## src/rtl/clock_set_controller.sv

```systemverilog
// Control sequencer for the 28-bit seconds counter: 1 Hz tick, set-mode step pulses,
// field select and epoch load strobe. mode is the FSM state itself (RUN/SET/LOAD).
module clock_set_controller #(
  parameter int CLK_HZ        = 100000000,
  parameter int HOLD_CYCLES   = 50000000,
  parameter int REPEAT_CYCLES = 10000000
) (
  input  logic        clk,
  input  logic        reset,
  input  logic        btn_mode,
  input  logic        btn_next,
  input  logic        btn_up,
  input  logic        btn_down,
  input  logic        unix_valid,
  input  logic [27:0] unix_in,
  output logic        enable,
  output logic        increment,
  output logic        decrement,
  output logic [2:0]  mode,
  output logic [3:0]  selected,
  output logic [27:0] t_unix,
  output logic        unix_load
);

  localparam int PW = (CLK_HZ > 1) ? $clog2(CLK_HZ) : 1;
  localparam int HW = $clog2(HOLD_CYCLES + 1);
  localparam int RW = (REPEAT_CYCLES > 1) ? $clog2(REPEAT_CYCLES) : 1;
  localparam logic [PW-1:0] PRESC_LAST = PW'(CLK_HZ - 1);
  localparam logic [HW-1:0] HOLD_FULL  = HW'(HOLD_CYCLES);
  localparam logic [RW-1:0] REP_LAST   = RW'(REPEAT_CYCLES - 1);

  typedef enum logic [2:0] {
    ST_RUN  = 3'b000,
    ST_SET  = 3'b001,
    ST_LOAD = 3'b010
  } state_t;

  state_t          state_q;
  logic [PW-1:0]   presc_q;
  logic [HW-1:0]   hold_q, hold_d;
  logic [RW-1:0]   rep_q, rep_d;
  logic [3:0]      sync1_q, sync2_q, sync3_q;   // bit order {down, up, next, mode}
  logic [3:0]      selected_q;
  logic [27:0]     t_unix_q;
  logic            enable_q, increment_q, decrement_q, unix_load_q;

  logic [3:0]      btn_press;
  logic            up_held, dn_held, one_held, in_set, rep_hit, step;

  // Auto-repeat: hold_q saturates at HOLD_CYCLES, after which rep_q paces the repeats.
  always_comb begin
    btn_press = sync2_q & ~sync3_q;
    up_held   = sync2_q[2];
    dn_held   = sync2_q[3];
    one_held  = up_held ^ dn_held;
    in_set    = (state_q == ST_SET) && !btn_press[0];
    hold_d    = '0;
    rep_d     = '0;
    rep_hit   = 1'b0;
    if (in_set && one_held) begin
      if (btn_press[2] || btn_press[3]) begin
        hold_d = HW'(1);
      end else if (hold_q != HOLD_FULL) begin
        hold_d = hold_q + HW'(1);
      end else begin
        hold_d  = hold_q;
        rep_hit = (rep_q == '0);
        rep_d   = (rep_q == REP_LAST) ? '0 : rep_q + RW'(1);
      end
    end
    step = in_set && one_held && (btn_press[2] || btn_press[3] || rep_hit);
  end

  always_ff @(posedge clk or negedge reset) begin
    if (!reset) begin
      state_q     <= ST_RUN;
      presc_q     <= '0;
      hold_q      <= '0;
      rep_q       <= '0;
      sync1_q     <= '0;
      sync2_q     <= '0;
      sync3_q     <= '0;
      selected_q  <= 4'b0001;
      t_unix_q    <= '0;
      enable_q    <= 1'b0;
      increment_q <= 1'b0;
      decrement_q <= 1'b0;
      unix_load_q <= 1'b0;
    end else begin
      sync1_q     <= {btn_down, btn_up, btn_next, btn_mode};
      sync2_q     <= sync1_q;
      sync3_q     <= sync2_q;
      hold_q      <= hold_d;
      rep_q       <= rep_d;
      enable_q    <= 1'b0;
      increment_q <= step & up_held;
      decrement_q <= step & dn_held;
      unix_load_q <= 1'b0;
      case (state_q)
        ST_RUN: begin
          // Epoch load outranks both the mode button and the pending tick.
          if (unix_valid) begin
            state_q     <= ST_LOAD;
            t_unix_q    <= unix_in;
            unix_load_q <= 1'b1;
            presc_q     <= '0;
          end else if (btn_press[0]) begin
            state_q <= ST_SET;
            presc_q <= '0;
          end else if (presc_q == PRESC_LAST) begin
            presc_q  <= '0;
            enable_q <= 1'b1;
          end else begin
            presc_q <= presc_q + PW'(1);
          end
        end
        ST_SET: begin
          if (btn_press[0]) begin
            state_q <= ST_RUN;
          end else if (btn_press[1]) begin
            selected_q <= {selected_q[2:0], selected_q[3]};
          end
        end
        ST_LOAD: begin
          state_q <= ST_RUN;
          presc_q <= '0;
        end
        default: begin
          state_q <= ST_RUN;
          presc_q <= '0;
        end
      endcase
    end
  end

  assign mode      = state_q;
  assign selected  = selected_q;
  assign t_unix    = t_unix_q;
  assign enable    = enable_q;
  assign increment = increment_q;
  assign decrement = decrement_q;
  assign unix_load = unix_load_q;

endmodule

```

## config.mk

```make
export PLATFORM = sky130hd
export DESIGN_NAME = clock_set_controller
export DESIGN_NICKNAME = d
export VERILOG_FILES = /design/src/rtl/clock_set_controller.sv
export SDC_FILE = /design/constraint.sdc
export NUM_CORES = 1
export LEC_CHECK = 0
export ABC_CLOCK_PERIOD_IN_PS = 4300
export CAP_MARGIN = 20
export CORE_ASPECT_RATIO = 0.7
export CORE_MARGIN = 2
export CORE_UTILIZATION = 50
export CTS_CLUSTER_DIAMETER = 40
export CTS_CLUSTER_SIZE = 30
export DETAILED_ROUTE_END_ITERATION = 8
export PLACE_DENSITY = 0.82
export REMOVE_ABC_BUFFERS = 1
export SYNTH_ARGS = -nofsm -noshare
export SYNTH_HDL_FRONTEND = slang
export SYNTH_SLANG_ARGS = --single-unit
```

## constraint.sdc

```tcl
create_clock -name clk -period 4.3 [get_ports clk]
set_input_delay 0.43 -clock clk [delete_from_list [all_inputs] [get_ports clk]]
set_output_delay 0.43 -clock clk [all_outputs]
set_load 0.1 [all_outputs]
```

# Yosys cells after proc, flatten, opt, wreduce, memory -nomap -nowiden
# Cells that the tools add are included.
# totals
reg_bits	128
latchBits	0
ram_bits	0
rom_bits	0
inputBits	35
output_inout_bits	39
wordCells	64
mem_count	0
# op_classes
n_addsub	3
multipliers	0
div	0
order_cmp	0
n_eq_ne	7
shifts	0
muxes	24
bitwise	6
n_reduce_logical	11
# op_table
op	count
24-bit 2-to-1 mux	4
27-bit 2-to-1 mux	3
26-bit 2-to-1 mux	3
27-bit one-hot mux with 2 select lines	1
27-bit by 1-bit adder with 27-bit output, second input constant	1
27-bit equality test, second input constant	1
26-bit by 1-bit adder with 26-bit output, second input constant	1
26-bit inequality test, second input constant	1
24-bit by 1-bit adder with 24-bit output, second input constant	1
24-bit equality test, second input constant	1
24-bit zero test	1
1-bit 2-to-1 mux	9
3-bit 2-to-1 mux	3
3-bit one-hot mux with 2 select lines	1
4-bit AND	1
4-bit NOT	1
2-bit AND reduction	2
3-bit by 1-bit equality test with 1-bit output, second input constant	1
1-bit logical AND	3
3-bit zero test	1
3-bit by 2-bit inequality test with 1-bit output, second input constant	1
3-bit inequality test, second input constant	1
3-bit AND reduction	1
1-bit AND	2
5 further kinds	6

# Logic depth before layout (Yosys ltp)
# Gate-level depths: netlist (run 1).
# logic_depth
ltp_word	9
ltp_mapped	8
ltp_nobuf	7

# Worst setup path after synthesis (run 1)
# No wires, ideal clock.
# synth_path
kind	reg2reg
from	register state_q[0] (netlist: mode[0])
to	register rep_q[13]
setup_time_ns	0.072
arrival_time_ns	2.264
t_required_ns	4.228
path_slack_ns	1.964
stages_incl_launch_ff	7
path_buffers	1
synth_period_minus_slack_ns	2.336
cell_sequence	dfrtp_1 nand2b_1 nor3_1 nand2_1 a311o_2 buf_6 nor2_1
# synth_via
elab_chain_cells	4
# synth_lines
item	line	source
start, declared	38	state_t state_q;
start signal, assigned	76	state_q <= ST_RUN;
start signal, assigned	103	state_q <= ST_LOAD;
start signal, assigned	108	state_q <= ST_SET;
3-bit by 1-bit equality test with 1-bit output	56	in_set = (state_q == ST_SET) && !btn_press[0];
1-bit logical AND	56	
1-bit logical AND	60	if (in_set && one_held) begin
24-bit 2-to-1 mux	60	
via rep_d[13]	41	logic [RW-1:0] rep_q, rep_d;
end signal, assigned	94	rep_q <= rep_d;
end, declared	41	
# The timed path passes the listed nets, and every way through them passes these cells.
# A chain may end at the register's enable or synchronous reset.

# Worst setup path in the final report (run 1)
# layout_path
from	register state_q[1] (netlist: mode[1])
to	register rep_q[5]
# Same word-level chain as after synthesis.

==> impl_metrics.ini, run 1 <==
[detailed_routing]
dr.pass1.iters = 5
drt_iter0_markers = 353
wire_per_inst_um = 16.64
via_per_inst = 5.726
drtAntennaViolNets = 0
vias = 4506
drcViolationCount = 0
wl_mm = 13.10

[setup_path]
rrSetupSlack_ns = 1.61
r2r_start = mode[1]$_DFFE_PN0P_
crit_end = rep_q[5]$_DFF_PN0_
end_kind = flip-flop
reg2reg_to = rep_q[5]$_DFF_PN0_
arrival_ns = 3.02
critPathLaunch = mode[1]$_DFFE_PN0P_
critical_path_class = flip-flop to flip-flop
start_kind = flip-flop
crit_slowest_cell = a311o_2
path_max_fanout = 27
cp.buffers_inverters = 1
reg2reg_depth = 6
crit_family = simple AND/OR/NAND/NOR gates
crit_chain = nand2b_1 > buf_4 > nor3_1 > nand2_1 > a311o_2 > nor2_1
path_depth = 6
crit_path_max_incr_delay_ns = 0.77
cp.required_ns = 4.63

[placed_design]
dp_hpwl_mm = 8.636
port_buffers = 72
dp_cells = 755
place_congestion = 0.8485
place_ws_ns = 1.415

[hold_path]
hold_class = input port to asynchronous set/reset pin

[floorplanning]
row_count = 33
start_util_pct = 50.67
dieWidth_um = 133.4
core_area_sq_mm = 0.01156
dieArea_sq_mm = 0.01261
die_h_um = 94.56
pin_count = 74

[timing]
worst_pin_slew_ns = 1.021
max_freq_ghz = 0.3715
setup_viol = 0
fin_crit_ns = 2.692
slew_headroom_pct = 31.73
fin_crit_sh_pct = 62.60
drv_slew = 0
hold_viol_final = 0
finClkSkew_ns = 0.007872
grt_setup_unrepaired = no
setup_ws_ns = 1.608
final.setup.tns_ns = 0

[global_route]
grt-ovfl-total = 0
grt_use_total_pct = 22.01
grt_pass1_vias = 4646
antenna_found_initial = 0
grt_max_degree = 73
grt_pass1_wl_mm = 22.18

[power]
leakagePower_nw = 3.014
peakVddDrop_uv = 444.6
power_w = 0.003705
power_density_mw_per_mm2 = 507.8

[outcome]
status = finished, final reports clean

[clock_tree]
ctsLongestPathBuffers = 2
cts_hold_buf = 0
clk_pin_slew_ns = 0.06
numCtsBuffers = 17
root_buffer = clkbuf_16
cts_resized = 0
postCtsSetupRepairBufs = 0
htreeDepth = 4
tritoncts = yes
cts.sinks = 127
insertion_delay_ns = 0.41

[logic_synthesis]
ys_warn_count = 0
ys_async_sr_fraction_pct = 100.0
synthCells = 542
synth.avg_cell_area_sq_um = 10.81
synth_edf_count = 0
synth.ff_latch_count = 127
synth-main-ff-cell = dfrtp_1
synth_cell_types = 60
synth_seq_area_share_pct = 54.27
synthesis.area_sq_mm = 0.005858

[final_layout]
layout_common_cells = 126 x dfrtp_1, 71 x clkdlybuf4s50_1, 68 x nor2_1
nets = 657
final_layout_size_suffix_gt1_share_pct = 14.29
area_growth_pct = 24.54
multiInputGateArea_sq_mm = 0.002526
mostFrequentLayoutCell = dfrtp_1
diodes = 0
n_fill_cell = 894
final_cells = 787
finish.utilization_pct = 63.11
ff_latch_area_sq_mm = 0.003179

[run]
maxCapViolCount = 0
[registers in the layout, summed over array words and instances, names as in the netlist]
signal and flops:
decrement 1, enable 1, hold_q 26, increment 1, mode 2, presc_q 27, rep_q 24, selected 4
sync1_q 4, sync2_q 4, sync3_q 4, t_unix 28, unix_load 1
[cell usage after synthesis (all sizes together), types with 2 or more instances]
| cell | number | area, sq um |
|---|---|---|
| mux2i | 3 | 30.03 |
| xnor2 | 13 | 113.9 |
| nand4 | 25 | 177.7 |
| clkbuf | 10 | 38.78 |
| nand2b | 3 | 18.77 |
| dfrtp | 126 | 3153 |
| buf | 11 | 70.07 |
| or4 | 4 | 33.78 |
| nor3b | 4 | 30.03 |
| a21oi | 13 | 68.82 |
| nor4 | 10 | 90.08 |
| nand3 | 33 | 170.2 |
| nor2b | 2 | 12.51 |
| nor4b | 3 | 26.28 |
| and3 | 14 | 87.58 |
| or2 | 3 | 18.77 |
| nand2 | 42 | 157.7 |
| xor2 | 34 | 297.8 |
| ha | 5 | 62.56 |
| a21o | 4 | 38.78 |
| nor2 | 68 | 255.2 |
| a41oi | 7 | 61.31 |
| o21ai | 6 | 30.03 |
| nor4bb | 2 | 20.02 |
| and4 | 3 | 27.53 |
| inv | 13 | 48.80 |
| and2 | 3 | 18.77 |
| nor3 | 7 | 46.30 |
| mux2 | 32 | 360.4 |
| or3 | 2 | 12.51 |
| a31oi | 23 | 143.9 |
[stage by stage]
step,hold WS [ns],area (sq um)
6_report,0.1352,7296
5_1_grt,0.2143,7296
4_1_cts,0.1852,7296
3_5_place_dp,0.3386,6706
3_3_place_gp,0.3334,6706
2_1_floorplan,0.1344,5749
[worst register-to-register path: stages, from the launching register on]
cell and delay, ns:
dfrtp_1 0.45, nand2b_1 0.17, buf_4 0.22, nor3_1 0.26, nand2_1 0.56, a311o_2 0.78
nor2_1 0.17
[area by class of cell]
| cell class | instances | share of cell area (%) |
|---|---|---|
| clock inverters | 14 | 2.195 |
| well taps | 157 | 2.692 |
| repair buffers | 77 | 10.36 |
| multi-input cells | 381 | 34.63 |
| flip-flops and latches | 127 | 43.58 |
| clock buffers | 18 | 5.882 |
| inverters | 13 | 0.6688 |
[logic make-up (layout without fill, tap and decap cells)]
kind of cell / count (synthesis) / in the layout / synth area share (%)
XOR/XNOR: 47 / 47 / 7.027
AO/OA/AOI/OAI: 62 / 62 / 7.177
adder cells (fa/ha/maj): 5 / 5 / 1.068
multiplexers: 35 / 35 / 6.664
buffers and inverters: 34 / 122 / 2.691
AND/OR/NAND/NOR: 231 / 231 / 21.04
flip-flops: 127 / 127 / 54.27
other: 1 / 1 / 0.06401
[worst min path at each step]
stage / slack, ns / startpoint / to
6_report: 0.14 / reset / mode[1]$_DFFE_PN0P_
5_1_grt: 0.21 / reset / presc_q[20]$_DFFE_PN0P_
4_1_cts: 0.19 / reset / t_unix[1]$_DFFE_PN0P_
3_5_place_dp: 0.34 / sync1_q[3]$_DFF_PN0_ / sync2_q[3]$_DFF_PN0_
3_3_place_gp: 0.33 / sync1_q[2]$_DFF_PN0_ / sync2_q[2]$_DFF_PN0_
2_1_floorplan: 0.13 / reset / decrement$_DFF_PN0_
[where the power goes]
part	internal, W	switching (W)
clock network	0.000863	0.000559
logic	0.000235	0.000704
registers	0.00128	0.0000603
total	0.00238	0.00132
[metal layers]
metal  track usage (%)  vias to the layer above  share of wire, %
met5                 0                        -                 0
met4             5.762                        0              0.86
met3             7.354                       15               7.1
met2             36.51                      181                48
met1             28.11                     2228                44
li1                  -                     2082                 -
(Power assumes the default switching activity.)
==> run 2, diff against run 1 <==
--- a/config.mk
+++ b/config.mk
@@ -5,7 +5,7 @@
 export SDC_FILE = /design/constraint.sdc
 export NUM_CORES = 1
 export LEC_CHECK = 0
-export ABC_CLOCK_PERIOD_IN_PS = 4300
+export ABC_CLOCK_PERIOD_IN_PS = 2180
 export CAP_MARGIN = 20
 export CORE_ASPECT_RATIO = 0.7
 export CORE_MARGIN = 2
@@ -13,7 +13,7 @@
 export CTS_CLUSTER_DIAMETER = 40
 export CTS_CLUSTER_SIZE = 30
 export DETAILED_ROUTE_END_ITERATION = 8
-export PLACE_DENSITY = 0.82
+export PLACE_DENSITY = 0.85
 export REMOVE_ABC_BUFFERS = 1
 export SYNTH_ARGS = -nofsm -noshare
 export SYNTH_HDL_FRONTEND = slang
==> constraint.sdc (replaced) <==
create_clock -name clk -period 2.18 [get_ports clk]
set_input_delay 0.218 -clock clk [delete_from_list [all_inputs] [get_ports clk]]
set_output_delay 0.218 -clock clk [all_outputs]
set_load 0.1 [all_outputs]
==> impl_metrics.ini, run 2 (synthesis results as in run 1) <==
[outcome]
status = finished, final reports clean

[final_layout]
nets = 674
mostFrequentLayoutCell = dfrtp_1
diodes = 0
finish.utilization_pct = 63.77
largest_reg_flops = 28
layout_common_cells = 126 x dfrtp_1, 68 x nor2_1, 56 x buf_4
area_growth_pct = 25.84
final_layout_size_suffix_gt1_share_pct = 22.41
ff_latch_area_sq_mm = 0.003179
n_fill_cell = 847
multiInputGateArea_sq_mm = 0.002529

[setup_path]
rrSetupSlack_ns = 0.10
path_max_fanout = 6
start_kind = flip-flop
critical_path_class = flip-flop to flip-flop
arrival_ns = 2.41
reg2reg_depth = 6
end_kind = flip-flop
r2r_start = presc_q[1]$_DFFE_PN0P_
cp.required_ns = 2.51
reg2reg_to = presc_q[16]$_DFFE_PN0P_

[detailed_routing]
drtAntennaViolNets = 0
drcViolationCount = 0
via_per_inst = 5.772
wl_mm = 13.40
wire_per_inst_um = 16.67
vias = 4641
dr.pass1.iters = 7
drt_iter0_markers = 385

[floorplanning]
die_h_um = 94.56
dieWidth_um = 133.4
pin_count = 74
start_util_pct = 50.67
core_area_sq_mm = 0.01156
row_count = 33
dieArea_sq_mm = 0.01261

[timing]
setup_viol = 0
fin_crit_sh_pct = 95.26
final.setup.tns_ns = 0
slew_headroom_pct = 61.85
fin_crit_ns = 2.077
grt_setup_unrepaired = yes
drv_slew = 0
max_freq_ghz = 0.4816
setup_ws_ns = 0.1034
finClkSkew_ns = 0.008468
worst_pin_slew_ns = 0.5643
hold_viol_final = 0

[clock_tree]
tritoncts = yes
ctsLongestPathBuffers = 2
insertion_delay_ns = 0.41
root_buffer = clkbuf_16
numCtsBuffers = 17
clk_pin_slew_ns = 0.06
cts.sinks = 127
htreeDepth = 4

[power]
leakagePower_nw = 3.165
power_density_mw_per_mm2 = 980.0
peakVddDrop_uv = 949.4

[placed_design]
port_buffers = 72
place_congestion = 0.8733
place_ws_ns = 0.09261
dp_hpwl_mm = 8.842

[hold_path]
hold_class = input port to flip-flop
whs_endpoint = sync1_q[2]$_DFF_PN0_
hold_depth = 1
hp-start = btn_up

[run]
maxCapViolCount = 0

[global_route]
grt_max_degree = 59
grt_use_total_pct = 22.25
grt_pass1_wl_mm = 22.11
grt-ovfl-total = 0
antenna_found_initial = 0
grt_pass1_vias = 4552
==> run 2: cell count changes in the layout (fill, tap and decap cells not counted), sizes merged <==
cell and delta:
dlygate4sd3 +1, clkinvlp -2, clkinv -3, inv +6
bufinv -1, buf +54, clkdlybuf4s50 -38
==> run 2: layer usage <==
metal / track usage, % / wire (um)
met1: 29.16 / 5753
met2: 34.45 / 6404
met4: 8.333 / 206
met5: 0 / 0
met3: 7.890 / 1037
==> run 2: critical path, stage by stage (launching register included) <==
cell and delay (ns):
dfrtp_1 0.42, ha_2 0.27, nand4_1 0.23, nor2_1 0.45, nand2_1 0.16, o31a_2 0.32
a31oi_1 0.14
==> run 2: stage by stage <==
step | total power [W] | hold WS (ns) | area (sq um) | std cells
after floorplan | 0.004016 | -0.07759 | 5749 | 521
after global placement | 0.004465 | 0.1637 | 6766 | 769
after detailed placement | 0.004510 | 0.1698 | 6766 | 769
after CTS | 0.007282 | 0.2346 | 7355 | 802
after global routing | 0.007471 | 0.2282 | 7372 | 804
final | 0.007224 | 0.2481 | 7372 | 804
==> run 2: layout make-up <==
type | instances | area share, %
Clock buffer | 18 | 5.821
Clock inverter | 14 | 2.020
Tap cell | 157 | 2.665
Multi-Input combinational cell | 381 | 34.30
Timing Repair Buffer | 94 | 11.41
Sequential cell | 127 | 43.13
Inverter | 13 | 0.6619
==> run 2: worst max-delay path by stage <==
stage,startpoint,end,slack [ns],depth (start not counted)
floorplan,mode[0]$_DFFE_PN0P_,t_unix[0]$_DFFE_PN0P_,-1.48,2
global placement,unix_valid,presc_q[25]$_DFFE_PN0P_,0.13,5
detailed placement,unix_valid,presc_q[25]$_DFFE_PN0P_,0.09,5
CTS,presc_q[1]$_DFFE_PN0P_,presc_q[14]$_DFFE_PN0P_,0.04,7
global route,presc_q[1]$_DFFE_PN0P_,presc_q[14]$_DFFE_PN0P_,-0.07,7
finish,presc_q[1]$_DFFE_PN0P_,presc_q[16]$_DFFE_PN0P_,0.10,6
==> run 2: what timing repair did <==
| item | in CTS | in global routing |
|---|---|---|
| hold buffers | 1 | 0 |
| buffers inserted | 0 | 2 |
| setup endpoints to repair | 0 | 21 |
| endpoints found under the hold margin | 26 | 0 |
| gates resized for setup | 0 | 1 |
==> run 2: power by group <==
group,internal (W),switching [W],total [W]
Clock,0.00162,0.00113,0.00275
Combinational,0.000436,0.00140,0.00183
Sequential,0.00253,0.000118,0.00265
==> run 3, diff against run 2 <==
--- a/config.mk
+++ b/config.mk
@@ -5,7 +5,7 @@
 export SDC_FILE = /design/constraint.sdc
 export NUM_CORES = 1
 export LEC_CHECK = 0
-export ABC_CLOCK_PERIOD_IN_PS = 2180
+export ABC_CLOCK_PERIOD_IN_PS = 2600
 export CAP_MARGIN = 20
 export CORE_ASPECT_RATIO = 0.7
 export CORE_MARGIN = 2
@@ -13,7 +13,7 @@
 export CTS_CLUSTER_DIAMETER = 40
 export CTS_CLUSTER_SIZE = 30
 export DETAILED_ROUTE_END_ITERATION = 8
-export PLACE_DENSITY = 0.85
+export PLACE_DENSITY = 0.82
 export REMOVE_ABC_BUFFERS = 1
 export SYNTH_ARGS = -nofsm -noshare
 export SYNTH_HDL_FRONTEND = slang
==> constraint.sdc (replaced) <==
create_clock -name clk -period 2.6 [get_ports clk]
set_input_delay 0.26 -clock clk [delete_from_list [all_inputs] [get_ports clk]]
set_output_delay 0.26 -clock clk [all_outputs]
set_load 0.1 [all_outputs]
==> impl_metrics.ini, run 3 (synthesis results as in run 1) <==
[final_layout]
mostFrequentLayoutCell = dfrtp_1
fin_area_sq_mm = 0.007258
nets = 663
largest_reg_flops = 28
final_cells = 793
final_layout_size_suffix_gt1_share_pct = 20.91
diodes = 0
area_growth_pct = 23.90
layout_common_cells = 126 x dfrtp_1, 68 x nor2_1, 47 x buf_4

[power]
cellInternalPower_w = 0.003823
switching_power_w = 0.002212
power_density_mw_per_mm2 = 831.4
leakagePower_nw = 3.090
p_sw_share_pct = 36.65
peakVddDrop_uv = 805.5
seq_power_share_pct = 36.7
clkPwrFrac_pct = 38.3
combPwrFrac_pct = 25.0

[clock_tree]
clk_pin_slew_ns = 0.06
root_buffer = clkbuf_16
cts.sinks = 127
htreeDepth = 4
tritoncts = yes
ctsLongestPathBuffers = 2
numCtsBuffers = 17
insertion_delay_ns = 0.42

[timing]
finClkSkew_ns = 0.009729
fin_crit_ns = 2.232
setup_ws_ns = 0.3675
drv_slew = 0
max_freq_ghz = 0.4479
grt_setup_unrepaired = no
worst_pin_slew_ns = 0.8420
fin_crit_sh_pct = 85.86
setup_viol = 0
hold_viol_final = 0
hold_ws_ns = 0.2765
slew_headroom_pct = 43.35

[detailed_routing]
vias = 4395
drt_iter0_markers = 335
dr.pass1.iters = 7
wl_met2_mm = 5.387
via_per_inst = 5.542
dr_wl_met3_um = 882
drtAntennaViolNets = 0
wl_met1_mm = 5.817
wl_mm = 12.23
dr.max_layer_used = met4
wire_per_inst_um = 15.42
drcViolationCount = 0

[global_route]
grt_pass1_vias = 4286
grt_use_total_pct = 20.83
grt_max_degree = 57
antenna_found_initial = 0
grt-ovfl-total = 0
grt_pass1_wl_mm = 20.69

[floorplanning]
die_h_um = 94.56
dieArea_sq_mm = 0.01261
pin_count = 74
start_util_pct = 50.67
dieWidth_um = 133.4
row_count = 33
core_area_sq_mm = 0.01156

[run]
maxCapViolCount = 0

[setup_path]
path_max_fanout = 23
critical_path_class = flip-flop to flip-flop
cp.required_ns = 2.88
start_kind = flip-flop
arrival_ns = 2.52
end_kind = flip-flop

[placed_design]
place_ws_ns = 0.4218
dp_hpwl_mm = 8.242
port_buffers = 72
dp_cells = 760
place_congestion = 0.8386
dpl_cell_area_sq_mm = 0.006674

[hold_path]
hold_class = input port to flip-flop

[outcome]
status = finished, final reports clean
## run 3: cell count changes in the layout (fill, tap and decap cells not counted)
cell	delta
ha_2	-1
clkinv_2	-1
buf_12	-2
inv_8	-2
inv_6	+2
clkinvlp_4	+2
clkinv_4	-1
buf_4	-9
ha_1	+1
## run 3: metal layers
layer  vias to the layer above  track usage [%]
li1                       2101                -
met1                      2146            29.02
met2                       135            30.63
met3                        13            7.622
met4                         0            6.294
met5                         -                0
## run 3: path summary, 6_finish.rpt
check                                          start                    end  slack [ns]  cells after the start
worst max-delay path             rep_q[14]$_DFF_PN0_    rep_q[23]$_DFF_PN0_        0.37                      4
worst min-delay path                        btn_next   sync1_q[1]$_DFF_PN0_        0.28                      1
worst max register to register   rep_q[14]$_DFF_PN0_    rep_q[23]$_DFF_PN0_        0.37                      4
worst min register to register  sync1_q[1]$_DFF_PN0_   sync2_q[1]$_DFF_PN0_        0.36                      0
max in group asynchronous                      reset  hold_q[6]$_DFFE_PN0P_        1.43                      3
min in group asynchronous                      reset  t_unix[1]$_DFFE_PN0P_        0.39                      2
## run 3: final cells by class
type	count	area, sq um
well taps	157	196.4
flip-flops and latches	127	3179
inverters	13	48.80
multi-input cells	381	2526
clock buffers	18	429.2
repair buffers	83	733.2
fillers	903	4303
clock inverters	14	145.1
## run 3: repair_timing
action | in CTS | in global routing
hold buffers | 1 | 0
gates resized for setup | 0 | 0
endpoints found under the setup margin | 0 | 0
buffers inserted | 0 | 0
hold endpoints to repair | 45 | 0
## run 3: power groups by stage
stage	registers [W]	clock network [W]	logic [W]
after floorplan	0.00313	0	0.000237
after global placement	0.00224	0	0.00149
after detailed placement	0.00225	0	0.00152
after CTS	0.00222	0.00235	0.00152
after global routing	0.00224	0.00246	0.00157
final	0.00222	0.00231	0.00151
## run 3: stage by stage
step	power (W)	TNS, ns	utilization [%]
after floorplan	0.003368	-44.99	-
after global placement	0.003733	0	57.73
after detailed placement	0.003762	0	57.73
after CTS	0.006087	0	62.78
after global routing	0.006267	0	62.78
final	0.006035	0	62.78
## run 3: critical path: stages (launching register included)
cell and delay (ns):
dfrtp_1 0.40, or4_1 0.55, nor4_1 0.46, a311o_2 0.56, nor2_1 0.12
